[src/rtl/ahb_ram_bridge_pkg.sv]
// Shared encodings for the AHB-Lite to multi-channel RAM bridge: bus codes,
// bridge FSM states and CSR byte offsets.
package ahb_ram_bridge_pkg;

    localparam logic [1:0] HTRANS_IDLE   = 2'b00;
    localparam logic [1:0] HTRANS_BUSY   = 2'b01;
    localparam logic [1:0] HTRANS_NONSEQ = 2'b10;
    localparam logic [1:0] HTRANS_SEQ    = 2'b11;

    localparam logic [1:0] HRESP_OKAY  = 2'b00;
    localparam logic [1:0] HRESP_ERROR = 2'b01;

    localparam logic [2:0] HSIZE_BYTE = 3'd0;
    localparam logic [2:0] HSIZE_HALF = 3'd1;
    localparam logic [2:0] HSIZE_WORD = 3'd2;

    localparam logic [3:0] CSR_CTRL    = 4'h0;
    localparam logic [3:0] CSR_STATUS  = 4'h4;
    localparam logic [3:0] CSR_INT_CLR = 4'h8;
    localparam logic [3:0] CSR_INT_EN  = 4'hC;

    typedef enum logic [1:0] {
        ST_IDLE,
        ST_RD_WAIT,
        ST_ERR1,
        ST_ERR2
    } state_t;

    // Byte-lane mask for an AHB transfer size; only sizes up to a word are legal.
    function automatic logic [3:0] size_mask(input logic [2:0] hsize);
        case (hsize)
            HSIZE_BYTE: return 4'h1;
            HSIZE_HALF: return 4'h3;
            default:    return 4'hF;
        endcase
    endfunction

endpackage

[src/rtl/ahb_ram_csr.sv]
// Host/accelerator control registers: channel ownership, start pulse,
// sticky done flag with interrupt enable and a registered irq.
module ahb_ram_csr
    import ahb_ram_bridge_pkg::*;
#(
    parameter int NUM_CH = 5
) (
    input  logic              hclk,
    input  logic              hresetn,
    input  logic              wr_en,
    input  logic [1:0]        off,
    input  logic [31:0]       wdata,
    input  logic              done,
    output logic [31:0]       rdata,
    output logic [NUM_CH-1:0] owner,
    output logic [NUM_CH-1:0] owner_nxt,
    output logic              start,
    output logic              irq
);

    logic       done_sticky;
    logic       int_en;
    logic [3:0] boff;
    logic       wr_ctrl;
    logic       wr_clr;
    logic       wr_ie;
    logic       unused_bits;

    assign boff    = {off, 2'b00};
    assign wr_ctrl = wr_en && (boff == CSR_CTRL);
    assign wr_clr  = wr_en && (boff == CSR_INT_CLR) && wdata[0];
    assign wr_ie   = wr_en && (boff == CSR_INT_EN);

    // Lets the decoder see an ownership change in the same cycle it is written.
    assign owner_nxt = wr_ctrl ? wdata[NUM_CH-1:0] : owner;

    assign unused_bits = ^wdata[30:NUM_CH];

    always_comb begin
        rdata = '0;
        case (boff)
            CSR_CTRL:   rdata = 32'(owner);
            CSR_STATUS: rdata = {31'b0, done_sticky};
            CSR_INT_EN: rdata = {31'b0, int_en};
            default:    rdata = '0;
        endcase
    end

    always_ff @(posedge hclk or negedge hresetn) begin
        if (!hresetn) begin
            owner       <= '0;
            start       <= 1'b0;
            int_en      <= 1'b0;
            done_sticky <= 1'b0;
            irq         <= 1'b0;
        end else begin
            owner <= owner_nxt;
            start <= wr_ctrl && wdata[31];
            if (wr_ie)
                int_en <= wdata[0];
            // A new done in the same cycle as a clear keeps the flag set.
            done_sticky <= done | (done_sticky & ~wr_clr);
            irq         <= done_sticky & int_en;
        end
    end

endmodule

[src/rtl/ahb_ram_bridge.sv]
// AHB-Lite slave mapping a flat window onto NUM_CH RAM channels plus a CSR
// bank; decodes, checks and sequences wait/error responses per transfer.
module ahb_ram_bridge
    import ahb_ram_bridge_pkg::*;
#(
    parameter int NUM_CH     = 5,
    parameter int RAM_AW     = 10,
    parameter int RAM_DW     = 64,
    parameter int RAM_RD_LAT = 1
) (
    input  logic                     hclk,
    input  logic                     hresetn,
    input  logic                     hsel,
    input  logic                     hwrite,
    input  logic [31:0]              haddr,
    input  logic [1:0]               htrans,
    input  logic [2:0]               hsize,
    input  logic [2:0]               hburst,
    input  logic [31:0]              hwdata,
    output logic [31:0]              hrdata,
    output logic [1:0]               hresp,
    output logic                     hready,
    output logic [NUM_CH-1:0]        ram_wen,
    output logic [RAM_AW-1:0]        ram_waddr,
    output logic [RAM_DW-1:0]        ram_wdata,
    output logic [RAM_DW/8-1:0]      ram_wbe,
    output logic [NUM_CH-1:0]        ram_ren,
    output logic [RAM_AW-1:0]        ram_raddr,
    input  logic [NUM_CH*RAM_DW-1:0] ram_rdata,
    output logic [NUM_CH-1:0]        ram_owner,
    output logic                     start,
    input  logic                     done,
    output logic                     irq
);

    localparam int NB   = RAM_DW / 8;
    localparam int NL   = RAM_DW / 32;
    localparam int BW   = $clog2(NB);
    localparam int WIN  = RAM_AW + BW;
    localparam int CH_W = $clog2(NUM_CH + 1);
    localparam logic [1:0] LAST_CNT = 2'(RAM_RD_LAT - 1);

    state_t state, state_nxt;
    logic [1:0]        cnt;
    logic              rd_done;
    logic              dp_wr;
    logic              dp_csr_wr;
    logic              dp_csr_rd;
    logic [CH_W-1:0]   dp_ch;
    logic [RAM_AW-1:0] dp_addr;
    logic [BW-1:0]     dp_boff;
    logic [2:0]        dp_size;
    logic [1:0]        dp_off;
    logic [NUM_CH-1:0] owner_nxt;
    logic [31:0]       csr_rdata;
    logic [RAM_DW-1:0] rword;
    logic [31:0]       rlane;

    logic [CH_W-1:0]   a_ch;
    logic              a_csr;
    logic              a_owned;
    logic              a_err;
    logic              trans_act;
    logic              accept;
    logic              rd_start;
    logic              unused_bits;

    assign unused_bits = ^{hburst, haddr[31:WIN+CH_W]};

    // ---- address-phase decode ----
    assign a_ch      = haddr[WIN +: CH_W];
    assign a_csr     = (a_ch == CH_W'(NUM_CH));
    assign trans_act = (htrans == HTRANS_NONSEQ) || (htrans == HTRANS_SEQ);
    assign hready    = (state == ST_IDLE) || (state == ST_ERR2);
    assign accept    = hsel && trans_act && hready;

    always_comb begin
        a_owned = 1'b0;
        for (int c = 0; c < NUM_CH; c++)
            if (a_ch == CH_W'(c))
                a_owned = owner_nxt[c];
    end

    assign a_err = (hsize > HSIZE_WORD)
                 || ((hsize == HSIZE_HALF) && haddr[0])
                 || ((hsize == HSIZE_WORD) && (haddr[1:0] != 2'b00))
                 || (a_ch > CH_W'(NUM_CH))
                 || a_owned
                 || (a_csr && (haddr[WIN-1:4] != '0));

    assign rd_start = accept && !a_err && !a_csr && !hwrite;

    // ---- data-phase registers ----
    always_ff @(posedge hclk or negedge hresetn) begin
        if (!hresetn) begin
            dp_wr     <= 1'b0;
            dp_csr_wr <= 1'b0;
            dp_csr_rd <= 1'b0;
            dp_ch     <= '0;
            dp_addr   <= '0;
            dp_boff   <= '0;
            dp_size   <= '0;
            dp_off    <= '0;
        end else begin
            dp_wr     <= accept && !a_err && !a_csr && hwrite;
            dp_csr_wr <= accept && !a_err && a_csr && hwrite;
            dp_csr_rd <= accept && !a_err && a_csr && !hwrite;
            if (accept) begin
                dp_ch   <= a_ch;
                dp_addr <= haddr[WIN-1:BW];
                dp_boff <= haddr[BW-1:0];
                dp_size <= hsize;
                dp_off  <= haddr[3:2];
            end
        end
    end

    // ---- bridge FSM ----
    always_ff @(posedge hclk or negedge hresetn) begin
        if (!hresetn)
            state <= ST_IDLE;
        else
            state <= state_nxt;
    end

    always_comb begin
        state_nxt = state;
        hresp     = HRESP_OKAY;
        case (state)
            ST_IDLE, ST_ERR2: begin
                if (state == ST_ERR2)
                    hresp = HRESP_ERROR;
                if (accept && a_err)
                    state_nxt = ST_ERR1;
                else if (rd_start)
                    state_nxt = ST_RD_WAIT;
                else
                    state_nxt = ST_IDLE;
            end
            ST_RD_WAIT: begin
                if (cnt == LAST_CNT)
                    state_nxt = ST_IDLE;
            end
            ST_ERR1: begin
                hresp     = HRESP_ERROR;
                state_nxt = ST_ERR2;
            end
            default: state_nxt = ST_IDLE;
        endcase
    end

    // Counts RAM latency cycles; rd_done marks the completion cycle back in IDLE.
    always_ff @(posedge hclk or negedge hresetn) begin
        if (!hresetn) begin
            cnt     <= '0;
            rd_done <= 1'b0;
        end else begin
            rd_done <= (state == ST_RD_WAIT) && (cnt == LAST_CNT);
            if ((state == ST_RD_WAIT) && (cnt != LAST_CNT))
                cnt <= cnt + 2'd1;
            else
                cnt <= '0;
        end
    end

    // ---- RAM side ----
    always_comb begin
        ram_wen = '0;
        ram_ren = '0;
        for (int c = 0; c < NUM_CH; c++) begin
            ram_wen[c] = dp_wr && (dp_ch == CH_W'(c));
            ram_ren[c] = (state == ST_RD_WAIT) && (cnt == 2'd0) && (dp_ch == CH_W'(c));
        end
    end

    assign ram_waddr = dp_addr;
    assign ram_raddr = dp_addr;
    assign ram_wdata = dp_wr ? {NL{hwdata}} : '0;
    assign ram_wbe   = dp_wr ? NB'(NB'(size_mask(dp_size)) << dp_boff) : '0;

    always_comb begin
        rword = '0;
        for (int c = 0; c < NUM_CH; c++)
            if (dp_ch == CH_W'(c))
                rword = ram_rdata[c*RAM_DW +: RAM_DW];
        rlane = '0;
        for (int l = 0; l < NL; l++)
            if (int'(dp_boff >> 2) == l)
                rlane = rword[l*32 +: 32];
    end

    assign hrdata = rd_done ? rlane : (dp_csr_rd ? csr_rdata : '0);

    ahb_ram_csr #(
        .NUM_CH (NUM_CH)
    ) u_csr (
        .hclk      (hclk),
        .hresetn   (hresetn),
        .wr_en     (dp_csr_wr),
        .off       (dp_off),
        .wdata     (hwdata),
        .done      (done),
        .rdata     (csr_rdata),
        .owner     (ram_owner),
        .owner_nxt (owner_nxt),
        .start     (start),
        .irq       (irq)
    );

endmodule

[config.mk]
export PLATFORM = sky130hd
export DESIGN_NAME = ahb_ram_bridge
export DESIGN_NICKNAME = d
export VERILOG_FILES = /design/src/rtl/ahb_ram_bridge_pkg.sv /design/src/rtl/ahb_ram_csr.sv /design/src/rtl/ahb_ram_bridge.sv
export SDC_FILE = /design/constraint.sdc
export NUM_CORES = 1
export LEC_CHECK = 0
export CAP_MARGIN = 0
export CORE_AREA = 10 10 204 206
export DETAILED_ROUTE_END_ITERATION = 10
export DIE_AREA = 0 0 214 216
export PLACE_DENSITY_LB_ADDON = 0.12
export SKIP_LAST_GASP = 1
export SYNTH_ARGS = -nofsm -noshare
export SYNTH_HDL_FRONTEND = slang
export SYNTH_SLANG_ARGS = --single-unit
[constraint.sdc]
create_clock -name hclk -period 2.2 [get_ports hclk]
set_input_delay 0.55 -clock hclk [delete_from_list [all_inputs] [get_ports hclk]]
set_output_delay 0.55 -clock hclk [all_outputs]
set_load 0.03 [all_outputs]
After elaboration in Yosys (flattened, before gate mapping)
Index checks and enable logic that the tools add are counted. Widths: inputs -> output; s select.

Input port bits: 397. Bits in latches: 0. Memory bits (read-only): 0. Output and inout bits: 144. Bits in writable memories: 0. Flip-flop bits (word level): 38. Memories kept: 0.

Mux-type cells: 26. Order comparisons: 2. Equality and inequality tests: 21. Bitwise gates (word level): 4. Divide/modulo/power cells: 0. Add/sub/neg operators: 1. Reductions and logical operators: 51. Shift-type cells: 1. $mul: 0.

Operators by type and width (number): $mux 64 (6); $mux 32 (4); $logic_not 32->1 (1); $logic_and 1x1->1 (30); $eq 3x2->1 const B (5); $pmux 5 s3 (1); $eq 2x2->1 const B (6); $eq 3x1->1 const B (4); $eq 3x3->1 const B (3); $logic_not 3->1 (3); $reduce_bool 9->1 (1); $mux 8 (1); $pmux 4 s2 (1); $shl 4x3->8 (1); $logic_or 1x1->1 (7); $mux 1 (7); $mux 2 (3); $pmux 2 s3 (1); $mux 5 (1); $eq 2x1->1 const B (2); $logic_not 2->1 (2); $logic_not 4->1 (1); $reduce_bool 2->1 (2); $gt 3x2->1 const B (1); 9 further kinds (12).

Logic depth before layout (Yosys ltp)
Gate-level depths: netlist of run 1.

Depth in word-level cells: 17. Gate-level depth with buffers: 8. Depth with buffers taken out: 6.

Modules after synthesis
Synthesis of run 1 repeated with hierarchy kept, for this count alone.

Cells, all modules: 542. Area total of the unflattened synthesis: 5021.1 µm².

Modules (own cells, without submodules): ahb_ram_bridge (sequential area each 675.6 µm², times used 1, cells each 485, area an instance 4419.2 µm²); ahb_ram_csr (sequential area each 225.2 µm², times used 1, cells each 57, area an instance 601.8 µm²).

Least setup slack after synthesis of run 1
No wires, ideal clock.

Path kind: reg-to-output. Start point: reg dp_ch[1]. End point: out hrdata[30]. Slack: -372 ps. Stages on the path, launching flop included: 7. Arrival: 2022 ps. Data required time: 1650 ps. Cell sequence: dfrtp_1 > buf_2 > nor3b_1 > buf_2 > buf_2 > a221oi_1 > nor3b_1.

Cells in the longest elaborated chain, start to end: 9. Elaborated cells on any way between the ends: 13. Classes of those cells: eq/ne: 4; mux: 8; reduce/logical: 1.

RTL lines: start, declared (line ahb_ram_bridge.sv:49) `logic [CH_W-1:0] dp_ch;`; start signal, assigned (line ahb_ram_bridge.sv:109) `dp_ch <= a_ch;`; $logic_not 3->1 (line ahb_ram_bridge.sv:184) `if (dp_ch == CH_W'(c))`; $mux 64 (4 in series) (line ahb_ram_bridge.sv:184); $mux 64 (*) (line ahb_ram_bridge.sv:184); $mux 32 (line ahb_ram_bridge.sv:188) `if (int'(dp_boff >> 2) == l)`; $mux 32 (*) (line ahb_ram_bridge.sv:188); $mux 32 (*) (line ahb_ram_bridge.sv:192) `assign hrdata = rd_done ? rlane : (dp_csr_rd ? csr_rdata : '0);`; end, declared (line ahb_ram_bridge.sv:20) `output logic [31:0] hrdata,`.

Mark *: on every way between the ends. The rest lies on a longest branch, timed or not.

Worst setup path in the final report of run 1
Start point: reg dp_ch[0]. End point: out hrdata[19].

The elaborated chain is that of the path after synthesis.

==> out/qor.yml, run 1 <==
ys_async_sr_fraction_pct: 100
dp_cells: 1591
ys.flop_type: "dfrtp_1"
drc: 0
drive_above_1_share_pct: 42.6
die_w_um: 214
period_minus_slack_ns: 2.82
clkSlewWorstSetupHoldPaths_ns: 0.06
clock.fmax_mhz: 355
final-setup-viol-count: 42
slew_violations: 0
p_int_w: 0.00538
syn_area_mm2: 0.00502
crit_arrival_ns: 2.27
final_common_cell: "clkdlybuf4s50_1"
htree_num_levels: 2
ys_types: 44
grt_pass1_vias: 7508
syn-num-nets: 980
clk_latency_ns: 0.28
die-area_mm2: 0.0462
p_leak_nw: 4.97
clock_skew_ns: 0.00728
min_path_type: "in -> async"
antenna_found_initial: 15
io_buffers: 519
ir_drop_v: 0.000572
grtUsageTotal_pct: 17.3
wl_per_cell_um: 25.5
nNetsFinal: 1535
grt.met1_usage_pct: 19.5
cts-root-buf: "clkbuf_16"
status: "complete, but fails checks"
ys_seq_area_share_pct: 18.0
routabilityCongestion: 0.821
hold_viol: 0
cp.required_ns: 1.65
maxCapViolations: 0
grt-busiest-layer: "met2"
grt_pass1_wl_um: 59100
swShare_pct: 42.0
dp_hpwl_um: 34900
cts_num_sinks: 36
num_vias: 7009
nFillCells: 3852
core_area_mm2: 0.0374
met2_usage_pct: 31.2
critPathLaunchType: "flop"
postRouteAntennaNets: 0
drtIter0Drc: 192
r2r-start: "dp_off[0]"
p_clk_share_pct: 8.0
cts_tree: "done"
path_class: "reg -> out"
worstReg2RegEnd: "state[1]"
reg2regPathDepth: 10
register_area_um2: 912
syn_inst: 579
global_route.usage.met3_pct: 5.31
p_seq_share_pct: 10.9
layout_setup_ws_ns: -0.619
syn_avg_cell_area_um2: 8.66
p_per_area_mw_per_mm2: 725
place_ws_ns: -0.828
ioPinCount: 541
first_pass_iters: 4
overflow: 0
syn_to_final_growth_pct: 156
num_rows: 71
netSwitchingPower_w: 0.00390
path_max_fanout: 5
rrSetupSlack_ns: -0.03
multi_input_area_mm2: 0.00425
synth_warnings: 0
endpoint: "hrdata[19]"
die_height_um: 216
start_util_pct: 13.4
violations: "negative setup slack"
rsz0062_at_grt: "true"
synth_edf_count: 0
synth_seq_cells: 36
numCtsBuffers: 5
cp-end-kind: "output pin"
final_cells: 1657
fin_crit_sh_pct: 128
via_per_inst: 4.23
startpoint: "dp_ch[0]"
grt_max_degree: 34
final_cell_mix: "clkdlybuf4s50_1, buf_4, buf_6, mux2_2, buf_12"
ctsHoldBuffers: 0
wl_um: 42200
cts_buffer_depth: 2
p_comb_share_pct: 81.0
[worst min-delay path by stage]
| stage | endpoint | slack (ns) | from | depth (start not counted) |
|---|---|---|---|---|
| after floorplan | cnt[0] | 0.25 | hresetn | 0 |
| after global placement | ram_raddr[6] | 0.35 | hresetn | 1 |
| after detailed placement | ram_raddr[6] | 0.36 | hresetn | 1 |
| after CTS | ram_raddr[6] | 0.05 | hresetn | 1 |
| after global routing | ram_raddr[6] | 0.05 | hresetn | 1 |
| final | ram_raddr[6] | 0.06 | hresetn | 1 |
[metal layers]
metal | routed length (um) | vias to the layer above
li1 | - | 3280
met4 | 668 | 8
met1 | 16300 | 3396
met5 | 62 | -
met2 | 22200 | 293
met3 | 3020 | 32
[synth_stat cells, types with 2 or more instances]
master | instances | area, um2
o21ai_1 | 5 | 25.0
clkbuf_1 | 32 | 120
nor2b_1 | 27 | 169
mux2_2 | 48 | 541
mux2i_1 | 2 | 20.0
nor3b_1 | 2 | 15.0
nor2_1 | 24 | 90.1
dfrtp_1 | 36 | 901
ha_1 | 4 | 50.1
nand2_1 | 41 | 154
nor3_1 | 6 | 30.0
mux4_2 | 40 | 901
a211oi_1 | 2 | 15.0
o21ai_0 | 35 | 175
a221o_1 | 2 | 20.0
inv_1 | 14 | 52.6
and3_1 | 3 | 18.8
nand3_1 | 10 | 50.1
o22ai_1 | 52 | 325
and2_1 | 36 | 225
nor4_1 | 5 | 31.3
buf_1 | 5 | 18.8
a21oi_1 | 32 | 160
nand2b_1 | 4 | 25.0
buf_4 | 46 | 345
a22o_1 | 26 | 228
buf_2 | 14 | 70.1
a221oi_1 | 10 | 87.6
[per-stage QoR]
stage / area [um2] / util [%] / TNS [ns] / hold slack [ns] / power (W)
CTS: 12300 / 32.9 / -19.60 / 0.0537 / 0.00895
finish: 12800 / 34.3 / -18.07 / 0.0575 / 0.00929
global route: 12800 / 34.3 / -21.34 / 0.0516 / 0.00984
floorplan: 5120 / - / -0.230 / 0.254 / 0.00403
global placement: 11100 / 29.6 / -16.80 / 0.352 / 0.00674
detailed placement: 11100 / 29.6 / -16.85 / 0.355 / 0.00673
[power groups by stage]
stage	combinational (W)	clock (W)	sequential, W
finish	0.00753	0.000745	0.00102
floorplan	0.00299	0	0.00104
global route	0.00799	0.000795	0.00105
CTS	0.00717	0.000772	0.00101
detailed placement	0.00572	0	0.00101
global placement	0.00573	0	0.00101
[area by class of cell]
cell class	instances	area share (%)
antenna	11	0.215
clock buffer	6	1.08
clock inverter	2	0.107
inverter	14	0.439
multi-input combinational	431	33.1
sequential	36	7.11
tap	511	4.99
timing repair buffer	646	52.9
[repair_timing]
action,CTS,global route
gates cloned,8,1
gates resized for setup,156,99
buffers inserted,38,8
setup endpoints to repair,49,51
pin swaps,52,59
[registers in the layout (all words and copies together) (netlist names), 2 cells and up]
| signal | count |
|---|---|
| ram_raddr | 10 |
| u_csr.owner | 5 |
| dp_ch | 3 |
| dp_size | 3 |
| cnt | 2 |
| dp_boff | 2 |
| state | 2 |
[kinds of logic after synthesis]
group                      after synthesis  synth area share (%)
AOI/OAI and AO/OA                      172                  22.2
and+or+nand+nor                        164                  17.4
buffers and inverters                  112                  12.3
muxes                                   90                  29.1
DFF                                     36                  18.0
adders and majority gates                4                 0.998
other                                    1                0.0748
[worst max-delay path, cell delays in order, from the launching register on]
cell     delay, ns
dfrtp_4       0.50
buf_12        0.16
buf_12        0.12
buf_12        0.13
buf_8         0.12
mux4_2        0.42
a22o_1        0.21
a21oi_2       0.13
nor2b_2       0.05
buf_6         0.14
No activity file was read; power rests on OpenSTA's default activity.
==> run 2, diff against run 1 <==
--- a/config.mk
+++ b/config.mk
@@ -7,6 +7,7 @@
 export LEC_CHECK = 0
 export CAP_MARGIN = 0
 export CORE_AREA = 10 10 204 206
+export CTS_CLUSTER_SIZE = 16
 export DETAILED_ROUTE_END_ITERATION = 10
 export DIE_AREA = 0 0 214 216
 export PLACE_DENSITY_LB_ADDON = 0.12
==> results of run 2 <==
The final DEF is identical to that of run 1; final timing and power are the same.
